--- src/rtl/aes_sched_pkg.sv ---
// aes_sched_pkg
// Shared definitions for the AES command sequencer: FSM state encoding,
// register word indices (byte address bits [5:2]) and CTRL/STATUS bit positions.
// No ports.
package aes_sched_pkg;

    typedef enum logic [2:0] {
        ST_IDLE      = 3'd0,
        ST_KEY_LOAD  = 3'd1,
        ST_KEY_WAIT  = 3'd2,
        ST_DATA_SEND = 3'd3,
        ST_DATA_WAIT = 3'd4
    } state_e;

    localparam logic [3:0] IDX_CTRL   = 4'd0;
    localparam logic [3:0] IDX_STATUS = 4'd1;
    localparam logic [3:0] IDX_KEY0   = 4'd4;
    localparam logic [3:0] IDX_DIN0   = 4'd8;
    localparam logic [3:0] IDX_DOUT0  = 4'd12;

    localparam int CTRL_GO      = 0;
    localparam int CTRL_KEY_NEW = 1;
    localparam int CTRL_CLR_ERR = 2;
    localparam int CTRL_IRQ_ENA = 3;

    localparam int STAT_BUSY      = 0;
    localparam int STAT_DONE      = 1;
    localparam int STAT_ERR       = 2;
    localparam int STAT_KEY_VALID = 3;
    localparam int STAT_CNT_LSB   = 16;

endpackage

--- src/rtl/aes_sched_regfile.sv ---
// aes_sched_regfile
// KEY/DIN/DOUT storage, write decode and the registered read mux.
// Ports:
//   clk, reset        block clock, async active-high reset
//   wr_en_i/addr/data register write strobe, byte address, data
//   busy_i            sequencer busy; KEY/DIN writes are dropped while set
//   dout_we_i, dout_i capture strobe and result block from the core
//   status_i          STATUS word assembled by the sequencer
//   rd_addr_i         read byte address
//   rd_data_o         read data, one cycle latency
//   key_wr_o          an accepted KEY write happened this cycle
//   key_o, din_o      128-bit key / plaintext, word 0 in bits [127:96]
module aes_sched_regfile
    import aes_sched_pkg::*;
#(
    parameter int C_ADDR_WIDTH = 10
) (
    input  logic                    clk,
    input  logic                    reset,
    input  logic                    wr_en_i,
    input  logic [C_ADDR_WIDTH-1:0] wr_addr_i,
    input  logic [31:0]             wr_data_i,
    input  logic                    busy_i,
    input  logic                    dout_we_i,
    input  logic [127:0]            dout_i,
    input  logic [31:0]             status_i,
    input  logic [C_ADDR_WIDTH-1:0] rd_addr_i,
    output logic [31:0]             rd_data_o,
    output logic                    key_wr_o,
    output logic [127:0]            key_o,
    output logic [127:0]            din_o
);

    logic [3:0][31:0] key_q;
    logic [3:0][31:0] din_q;
    logic [3:0][31:0] dout_q;
    logic [3:0]       wr_idx;
    logic [3:0]       rd_idx;
    logic             din_wr;
    logic [31:0]      rd_mux;
    logic             unused_addr_bits;

    assign wr_idx = wr_addr_i[5:2];
    assign rd_idx = rd_addr_i[5:2];

    // Only [5:2] select a register; the rest of the address is don't-care.
    assign unused_addr_bits = ^{wr_addr_i[C_ADDR_WIDTH-1:6], wr_addr_i[1:0],
                                rd_addr_i[C_ADDR_WIDTH-1:6], rd_addr_i[1:0]};

    assign key_wr_o = wr_en_i & ~busy_i & (wr_idx[3:2] == IDX_KEY0[3:2]);
    assign din_wr   = wr_en_i & ~busy_i & (wr_idx[3:2] == IDX_DIN0[3:2]);

    assign key_o = {key_q[0], key_q[1], key_q[2], key_q[3]};
    assign din_o = {din_q[0], din_q[1], din_q[2], din_q[3]};

    always_comb begin
        rd_mux = '0;
        case (rd_idx[3:2])
            2'b00:   rd_mux = (rd_idx == IDX_STATUS) ? status_i : '0;
            2'b01:   rd_mux = key_q[rd_idx[1:0]];
            2'b10:   rd_mux = din_q[rd_idx[1:0]];
            default: rd_mux = dout_q[rd_idx[1:0]];
        endcase
    end

    always_ff @(posedge clk or posedge reset) begin
        if (reset) begin
            key_q     <= '0;
            din_q     <= '0;
            dout_q    <= '0;
            rd_data_o <= '0;
        end else begin
            if (key_wr_o) key_q[wr_idx[1:0]] <= wr_data_i;
            if (din_wr)   din_q[wr_idx[1:0]] <= wr_data_i;
            if (dout_we_i) begin
                dout_q[0] <= dout_i[127:96];
                dout_q[1] <= dout_i[95:64];
                dout_q[2] <= dout_i[63:32];
                dout_q[3] <= dout_i[31:0];
            end
            rd_data_o <= rd_mux;
        end
    end

endmodule

--- src/rtl/aes_sched.sv ---
// aes_sched
// Command sequencer between the register port and the AES core. A GO write
// loads the key if needed, sends one block, waits for the result, latches it
// and updates done/err/key_valid/block_cnt. A wait-state counter aborts a hung core.
// Ports:
//   clk, reset                      clock, async active-high reset
//   reg_data_write/addr/reg_data    register write port
//   reg_rd_addr, reg_rd_data        register read port (1-cycle latency)
//   aes_key, aes_key_load           key and key-expansion start pulse
//   aes_key_ready                   core finished key expansion
//   aes_din, aes_din_valid/ready    plaintext block handshake
//   aes_dout, aes_dout_valid        result block, single-cycle valid
//   busy                            sequencer not idle
//   irq                             only with AES_SCHED_IRQ_EN defined
// Optional feature macro: AES_SCHED_IRQ_EN (CTRL bit3 IRQ_ENA and irq output).
module aes_sched
    import aes_sched_pkg::*;
#(
    parameter int C_ADDR_WIDTH = 10,
    parameter int C_DATA_WIDTH = 32,
    parameter int C_TIMEOUT_W  = 12
) (
    input  logic                    clk,
    input  logic                    reset,
    input  logic                    reg_data_write,
    input  logic [C_ADDR_WIDTH-1:0] reg_data_addr,
    input  logic [C_DATA_WIDTH-1:0] reg_data,
    input  logic [C_ADDR_WIDTH-1:0] reg_rd_addr,
    output logic [C_DATA_WIDTH-1:0] reg_rd_data,
    output logic [127:0]            aes_key,
    output logic                    aes_key_load,
    input  logic                    aes_key_ready,
    output logic [127:0]            aes_din,
    output logic                    aes_din_valid,
    input  logic                    aes_din_ready,
    input  logic [127:0]            aes_dout,
    input  logic                    aes_dout_valid,
    output logic                    busy
`ifdef AES_SCHED_IRQ_EN
    ,
    output logic                    irq
`endif
);

    state_e                 state_q, state_d;
    logic [C_TIMEOUT_W-1:0] tmo_q, tmo_d;
    logic                   done_q, done_d;
    logic                   err_q, err_d;
    logic                   key_valid_q, key_valid_d;
    logic [15:0]            cnt_q, cnt_d;
    logic                   dout_we;
    logic                   key_wr;
    logic                   ctrl_wr;
    logic                   tmo_hit;
    logic [31:0]            status;

    assign ctrl_wr = reg_data_write & (reg_data_addr[5:2] == IDX_CTRL);
    assign tmo_hit = &tmo_q;

    assign aes_key_load  = (state_q == ST_KEY_LOAD);
    assign aes_din_valid = (state_q == ST_DATA_SEND);
    assign busy          = (state_q != ST_IDLE);

    assign status = {cnt_q, 12'h000, key_valid_q, err_q, done_q, busy};

    always_comb begin
        state_d     = state_q;
        tmo_d       = tmo_q + {{(C_TIMEOUT_W-1){1'b0}}, 1'b1};
        done_d      = done_q;
        err_d       = err_q;
        key_valid_d = key_valid_q;
        cnt_d       = cnt_q;
        dout_we     = 1'b0;

        // CLR_ERR lands before the GO check so CLR_ERR+GO restarts in one write.
        if (ctrl_wr && reg_data[CTRL_CLR_ERR]) err_d = 1'b0;
        if (key_wr) key_valid_d = 1'b0;

        case (state_q)
            ST_IDLE: begin
                tmo_d = '0;
                if (ctrl_wr && reg_data[CTRL_GO] && !err_d) begin
                    done_d  = 1'b0;
                    state_d = (reg_data[CTRL_KEY_NEW] || !key_valid_q) ? ST_KEY_LOAD : ST_DATA_SEND;
                end
            end
            ST_KEY_LOAD: begin
                tmo_d   = '0;
                state_d = ST_KEY_WAIT;
            end
            ST_KEY_WAIT: begin
                if (aes_key_ready) begin
                    key_valid_d = 1'b1;
                    tmo_d       = '0;
                    state_d     = ST_DATA_SEND;
                end else if (tmo_hit) begin
                    err_d       = 1'b1;
                    key_valid_d = 1'b0;
                    state_d     = ST_IDLE;
                end
            end
            ST_DATA_SEND: begin
                if (aes_din_ready) begin
                    tmo_d   = '0;
                    state_d = ST_DATA_WAIT;
                end else if (tmo_hit) begin
                    err_d       = 1'b1;
                    key_valid_d = 1'b0;
                    state_d     = ST_IDLE;
                end
            end
            ST_DATA_WAIT: begin
                if (aes_dout_valid) begin
                    dout_we = 1'b1;
                    done_d  = 1'b1;
                    cnt_d   = cnt_q + 16'd1;
                    state_d = ST_IDLE;
                end else if (tmo_hit) begin
                    err_d       = 1'b1;
                    key_valid_d = 1'b0;
                    state_d     = ST_IDLE;
                end
            end
            default: state_d = ST_IDLE;
        endcase
    end

    always_ff @(posedge clk or posedge reset) begin
        if (reset) begin
            state_q     <= ST_IDLE;
            tmo_q       <= '0;
            done_q      <= 1'b0;
            err_q       <= 1'b0;
            key_valid_q <= 1'b0;
            cnt_q       <= '0;
        end else begin
            state_q     <= state_d;
            tmo_q       <= tmo_d;
            done_q      <= done_d;
            err_q       <= err_d;
            key_valid_q <= key_valid_d;
            cnt_q       <= cnt_d;
        end
    end

`ifdef AES_SCHED_IRQ_EN
    logic irq_ena_q, irq_ena_d, irq_q;

    assign irq_ena_d = ctrl_wr ? reg_data[CTRL_IRQ_ENA] : irq_ena_q;

    always_ff @(posedge clk or posedge reset) begin
        if (reset) begin
            irq_ena_q <= 1'b0;
            irq_q     <= 1'b0;
        end else begin
            irq_ena_q <= irq_ena_d;
            irq_q     <= irq_ena_d & (done_d | err_d);
        end
    end

    assign irq = irq_q;
`endif

    aes_sched_regfile #(
        .C_ADDR_WIDTH(C_ADDR_WIDTH)
    ) u_regfile (
        .clk       (clk),
        .reset     (reset),
        .wr_en_i   (reg_data_write),
        .wr_addr_i (reg_data_addr),
        .wr_data_i (reg_data),
        .busy_i    (busy),
        .dout_we_i (dout_we),
        .dout_i    (aes_dout),
        .status_i  (status),
        .rd_addr_i (reg_rd_addr),
        .rd_data_o (reg_rd_data),
        .key_wr_o  (key_wr),
        .key_o     (aes_key),
        .din_o     (aes_din)
    );

endmodule

--- config.mk ---
export PLATFORM = sky130hd
export DESIGN_NAME = aes_sched
export DESIGN_NICKNAME = d
export VERILOG_FILES = /design/src/rtl/aes_sched_pkg.sv /design/src/rtl/aes_sched_regfile.sv /design/src/rtl/aes_sched.sv
export SDC_FILE = /design/constraint.sdc
export NUM_CORES = 1
export LEC_CHECK = 0
export ABC_AREA = 0
export BUFFER_PORTS_ARGS = -buffer_cell sky130_fd_sc_hd__buf_4
export CELL_PAD_IN_SITES_DETAIL_PLACEMENT = 1
export CELL_PAD_IN_SITES_GLOBAL_PLACEMENT = 1
export CORE_MARGIN = 5
export CORE_UTILIZATION = 44
export DETAILED_ROUTE_END_ITERATION = 10
export GPL_TIMING_DRIVEN = 0
export PLACE_DENSITY_LB_ADDON = 0.1
export SLEW_MARGIN = 15
export SYNTH_ARGS = -nofsm -noshare
export SYNTH_HDL_FRONTEND = slang
export SYNTH_HIERARCHICAL = 1
export SYNTH_SLANG_ARGS = --single-unit
--- constraint.sdc ---
create_clock -name clk -period 14.7 [get_ports clk]
set_input_delay 0 -clock clk [delete_from_list [all_inputs] [get_ports clk]]
set_output_delay 0 -clock clk [all_outputs]
set_load 0.01 [all_outputs]
Word level (Yosys, flattened, before mapping) --
Cells that the tools add are included.
Storage, ports and cells: bits in registers 450, output and inout bits 291, logic and storage cells 95
Operators by class: add/sub/neg operators 2, $lt $le $gt $ge 3, equality and inequality tests 11, multiplexer cells 39, bitwise operators 5, reductions and logical operators 16
Operator list (number):
- $bwmux 128 | 2
- $bmux 32 s2 | 3
- $mux 32 | 5
- $pmux 32 s3 | 1
- $demux 32 s2 | 1
- $pmux 12 s3 | 1
- $mux 12 | 2
- $add 16x1->16 const B | 1
- $mux 3 | 5
- $pmux 3 s5 | 1
- $mux 1 | 14
- $add 12x1->12 const B | 1
- $reduce_and 12->1 | 1
- $eq 3x2->1 const B | 2
- $lt 2x3->1 const B | 2
- $pmux 1 s3 | 2
- $and 1x1->1 | 4
- $eq 2x1->1 const B | 2
- $eq 2x2->1 const B | 2
- $eq 4x1->1 const B | 1
- $logic_and 1x1->1 | 4
- $logic_not 4->1 | 1
- $ne 2x2->1 const B | 2
- $eq 3x1->1 const B | 1
- other kinds (14) | 15

Longest topological paths before layout --
word-level depth 8, gate-level depth with buffers 8

Cells and area by module --
Netlist, hierarchy kept.
By module, submodules not included:
- aes_sched_regfile | times used 1, cells an instance 1158, area each 18511.5 µm², sequential area each 10410.0 µm²
- aes_sched | times used 1, cells an instance 167, area each 1731.7 µm², sequential area each 850.8 µm²

Worst setup path before layout --
Ideal clock, no wire load.
kind register -> register, start register state_q[0], end register u_regfile.key_q, in the netlist u_regfile/key_o[19], data arrival time 2.003 ns, required time 14.575 ns, slack 12.572 ns, stages on the path, launching flop included 9, buffers on the path 3, path through dfrtp_1 -> buf_2 -> nor3_1 -> inv_1 -> and4bb_1 -> and3_1 -> clkbuf_2 -> buf_6 -> mux2_2
Between the ends: word-level cells in the longest chain between the ends 4
Ends and longest elaborated chain:
- start, declared | RTL line aes_sched.sv:45 | state_e state_q, state_d;
- start signal, assigned | RTL line aes_sched.sv:137 | state_q <= state_d;
- $reduce_bool 3->1 | RTL line aes_sched.sv:62 | assign busy = (state_q != ST_IDLE);
- named net busy | RTL line aes_sched.sv:38 | output logic busy
- $not 1->1 | RTL line aes_sched_regfile.sv:50 | assign key_wr_o = wr_en_i & ~busy_i & (wr_idx[3:2] == IDX_KEY0[3:2]);
- $and 1x1->1 (2 in a row) | RTL line aes_sched_regfile.sv:50
- named net key_wr | RTL line aes_sched.sv:52 | logic key_wr;
- end signal, assigned by index | RTL line aes_sched_regfile.sv:73 | if (key_wr_o) key_q[wr_idx[1:0]] <= wr_data_i;
- end, declared | RTL line aes_sched_regfile.sv:34 | logic [3:0][31:0] key_q;
The timed path passes the listed nets, and every way through them passes these cells. A chain may end at the register's enable or synchronous reset.

Final worst setup path --
start register state_q[0], end register u_regfile.key_q, in the netlist u_regfile/key_o[6]
Between the ends: word-level cells in the longest chain between the ends 4
Ends and longest elaborated chain (RTL line):
- $reduce_bool 3->1 | aes_sched.sv:62
- $not 1->1 | aes_sched_regfile.sv:50
- $and 1x1->1 (2 in a row) | aes_sched_regfile.sv:50
- named net key_wr | aes_sched.sv:52
The timed path passes the listed nets, and every way through them passes these cells.

==> impl_metrics.toml <==
[sta]
hold_viol = 0
finalHoldWorstSlack_ns = 0.0653
max_slew.worst_pin.slew_ns = 0.932
slew_headroom_pct = 37.9
slew_viol_final = 0
fmax_mhz = 374
timing.final.crit_share_pct = 18.2
finalSetupViolations = 0
min_period_ns = 2.67
finClkSkew_ns = 0.0108
rsz0062_at_grt = "no"
fin_ws_ns = 12.03

[clocking]
cts_buffers = 49
post_cts_buffers = 0
ctsResizeCount = 0
cts_tree = "built"
clock_sink_count = 450
htree_levels = 2
clk_pin_slew_ns = 0.06
insertion_delay_ns = 0.59
cts-root-buf = "clkbuf_16"
cts_max_path_buffers = 3
cts_hold_buf = 175

[finish]
final_cells = 2665
multi_input_area_um2 = 8430
area_growth_syn_to_layout_pct = 37.9
fillerInstances = 4345
utilization_pct = 61.4
regArea_um2 = 11300
nets = 2216
drive_gt1_share_pct = 54.9

[drt]
vias_per_cell = 5.58
drc = 0
num_vias = 14900
firstDrtPassIters = 5
drt_wl_total_um = 78700
antenna_left = 0
post_drt_wl_per_cell_um = 29.5
dr.first_iter.drc_count = 883

[setup_path]
crit_type = "register to register"
worstReg2RegEnd = "u_regfile/key_o[6]"
regToRegSetupSlack_ns = 12.03
crit_required_ns = 15.16
start_kind = "register"
cp-end-kind = "register"
ff2ff_path_depth = 8
critPathMaxFanout = 10
reg2reg_from = "state_q[0]"
cp.arrival_ns = 3.14

[pwr]
p_per_area_nw_per_um2 = 195
leakagePower_nw = 13.4
total_power_mw = 5.44
peakVddDrop_mv = 0.0938

[yosys]
synth-main-ff-cell = "dfrtp_1"
yosys_warnings = 6
ys_ff_latch = 450
avgSynthCellArea_um2 = 15.3
synth-edff-count = 0
syn_area_um2 = 20200
synthCells = 1325
synth_seq_area_share_pct = 55.6
ys_async_sr_fraction_pct = 100
yosysUniqueCellTypes = 54

[hold_path]
hold_end = "cnt_q[0]"
worstHoldPathCells = 4
min_path_type = "primary input to register"
hold_path_startpoint = "aes_dout_valid"

[die]
io_pins = 477
rows = 78
die-area_um2 = 50400
initial_utilization_pct = 44.5
die_x_um = 224
coreArea_um2 = 45500
die_y_um = 224

[global_route]
overflow = 0
grt_max_degree = 110
antenna_found_initial = 4
grt_pass1_vias = 16500
track_usage_pct = 30.5
grt_pass1_wl_um = 114000

[run_status]
outcome = "finished clean"

[placement]
port_buffers = 461
numPlacedInstances = 2402
gp_congestion = 0.864
dp_hpwl_um = 53300
post-place-ws_ns = 12.11

[run]
maxCapViolCount = 0
-- power by group --
part           switching [mW]  internal [mW]
sequential              0.417           1.77
combinational           0.904           1.14
clock                   0.512          0.696
-- routing by layer --
layer  GRT usage (%)  part of all wire (%)
met1            39.1                    40
met3            7.54                   6.7
met2            51.9                    50
met5               0                 0.031
met4            8.60                   3.0
-- synth_stat cells (2+ instances only) --
cell,number,area share [%]
o21ai_1,2,0.049
dfrtp_1,450,56
buf_8,3,0.22
and4bb_1,2,0.12
mux2_1,13,0.72
a21oi_1,35,0.87
nand3_1,8,0.20
o22ai_1,33,1.0
nor2b_1,9,0.28
clkbuf_4,2,0.074
nor3_1,4,0.099
nand3b_1,2,0.074
xnor2_1,10,0.43
nor3_2,3,0.15
clkbuf_1,10,0.19
nand2_1,17,0.32
buf_2,53,1.3
or3_1,3,0.093
a211oi_1,23,0.85
buf_4,8,0.30
and2_1,2,0.062
o21ai_0,6,0.15
nor2_1,16,0.30
nand2b_1,5,0.15
inv_1,7,0.13
buf_6,11,0.61
xor2_1,13,0.56
and3_1,4,0.12
mux2i_1,32,1.6
mux4_2,64,7.1
a221oi_1,2,0.087
and4_1,4,0.17
nand4_1,4,0.12
mux2_2,436,24
a211oi_2,9,0.56
ha_1,2,0.12
-- layout make-up --
cell class	instances	area share, %
inverter	7	0.121
clock inverter	11	0.412
timing repair buffer	641	19.1
buffer	89	2.05
antenna	3	0.0269
sequential	450	40.3
multi-input combinational	790	30.2
clock buffer	74	5.06
tap	600	2.69
-- critical path, stage by stage (launching register included) --
cell and delay (ns):
dfrtp_1 0.39, buf_2 0.18, nor3_1 0.27, inv_1 0.18, and4bb_1 0.44, and3_1 0.18, clkbuf_2 0.30, buf_6 0.23
mux2_2 0.35
-- flip-flops by register name (all words and copies together), names as in the netlist --
signal / cells
err_q: 1
state_q: 3
key_valid_q: 1
cnt_q: 16
done_q: 1
tmo_q: 12
u_regfile/dout_q: 128
u_regfile/key_o: 128
u_regfile/din_o: 128
u_regfile/rd_data_o: 32
-- stage by stage --
stage / cell area [um2] / setup TNS [ns]
2_1_floorplan: 20300 / 0
3_3_place_gp: 24500 / -766.44
3_5_place_dp: 24600 / 0
4_1_cts: 27900 / 0
5_1_grt: 27900 / 0
6_report: 27900 / 0
-- layout by cell type (no fill, tap or decap), types with 4 or more instances in the layout --
cell type      Yosys  final
a211oi_1          23     23
a211oi_2           9      9
a21oi_1           35     35
and3_1             4      4
and4_1             4      4
buf_16             0      4
buf_2             53     53
buf_4              8    469
buf_6             11     11
clkbuf_1          10     28
clkbuf_16          0     51
clkbuf_8           0      5
clkinv_2           0      6
conb_1             1     12
dfrtp_1          450    450
dlygate4sd3_1      0    175
inv_1              7      5
mux2_1            13     13
mux2_2           436    436
mux2i_1           32     32
mux4_2            64     64
nand2_1           17     17
nand2b_1           5      5
nand3_1            8      8
nand4_1            4      4
nor2_1            16     16
nor2b_1            9      9
nor3_1             4      4
o21ai_0            6      6
o22ai_1           33     33
xnor2_1           10     10
xor2_1            13     13
-- kinds of logic after synthesis --
family	synth area share, %
AO/OA/AOI/OAI	3.81
other	0.0185
adder cells (fa/ha/maj)	0.124
multiplexers	33.7
buffers and inverters	2.95
flip-flops	55.6
XOR/XNOR	0.995
AND/OR/NAND/NOR	2.79
-- worst max path at each step --
stage | startpoint | to | cells past startpoint
2_1_floorplan | reset | u_regfile/din_o[0] | 1
3_3_place_gp | reset | u_regfile/dout_q[75] | 2
3_5_place_dp | state_q[0] | u_regfile/key_o[9] | 8
4_1_cts | state_q[0] | u_regfile/key_o[9] | 8
5_1_grt | state_q[0] | u_regfile/key_o[9] | 8
6_report | state_q[0] | u_regfile/key_o[6] | 8
Note: power is estimated with default switching activity, not from simulation.
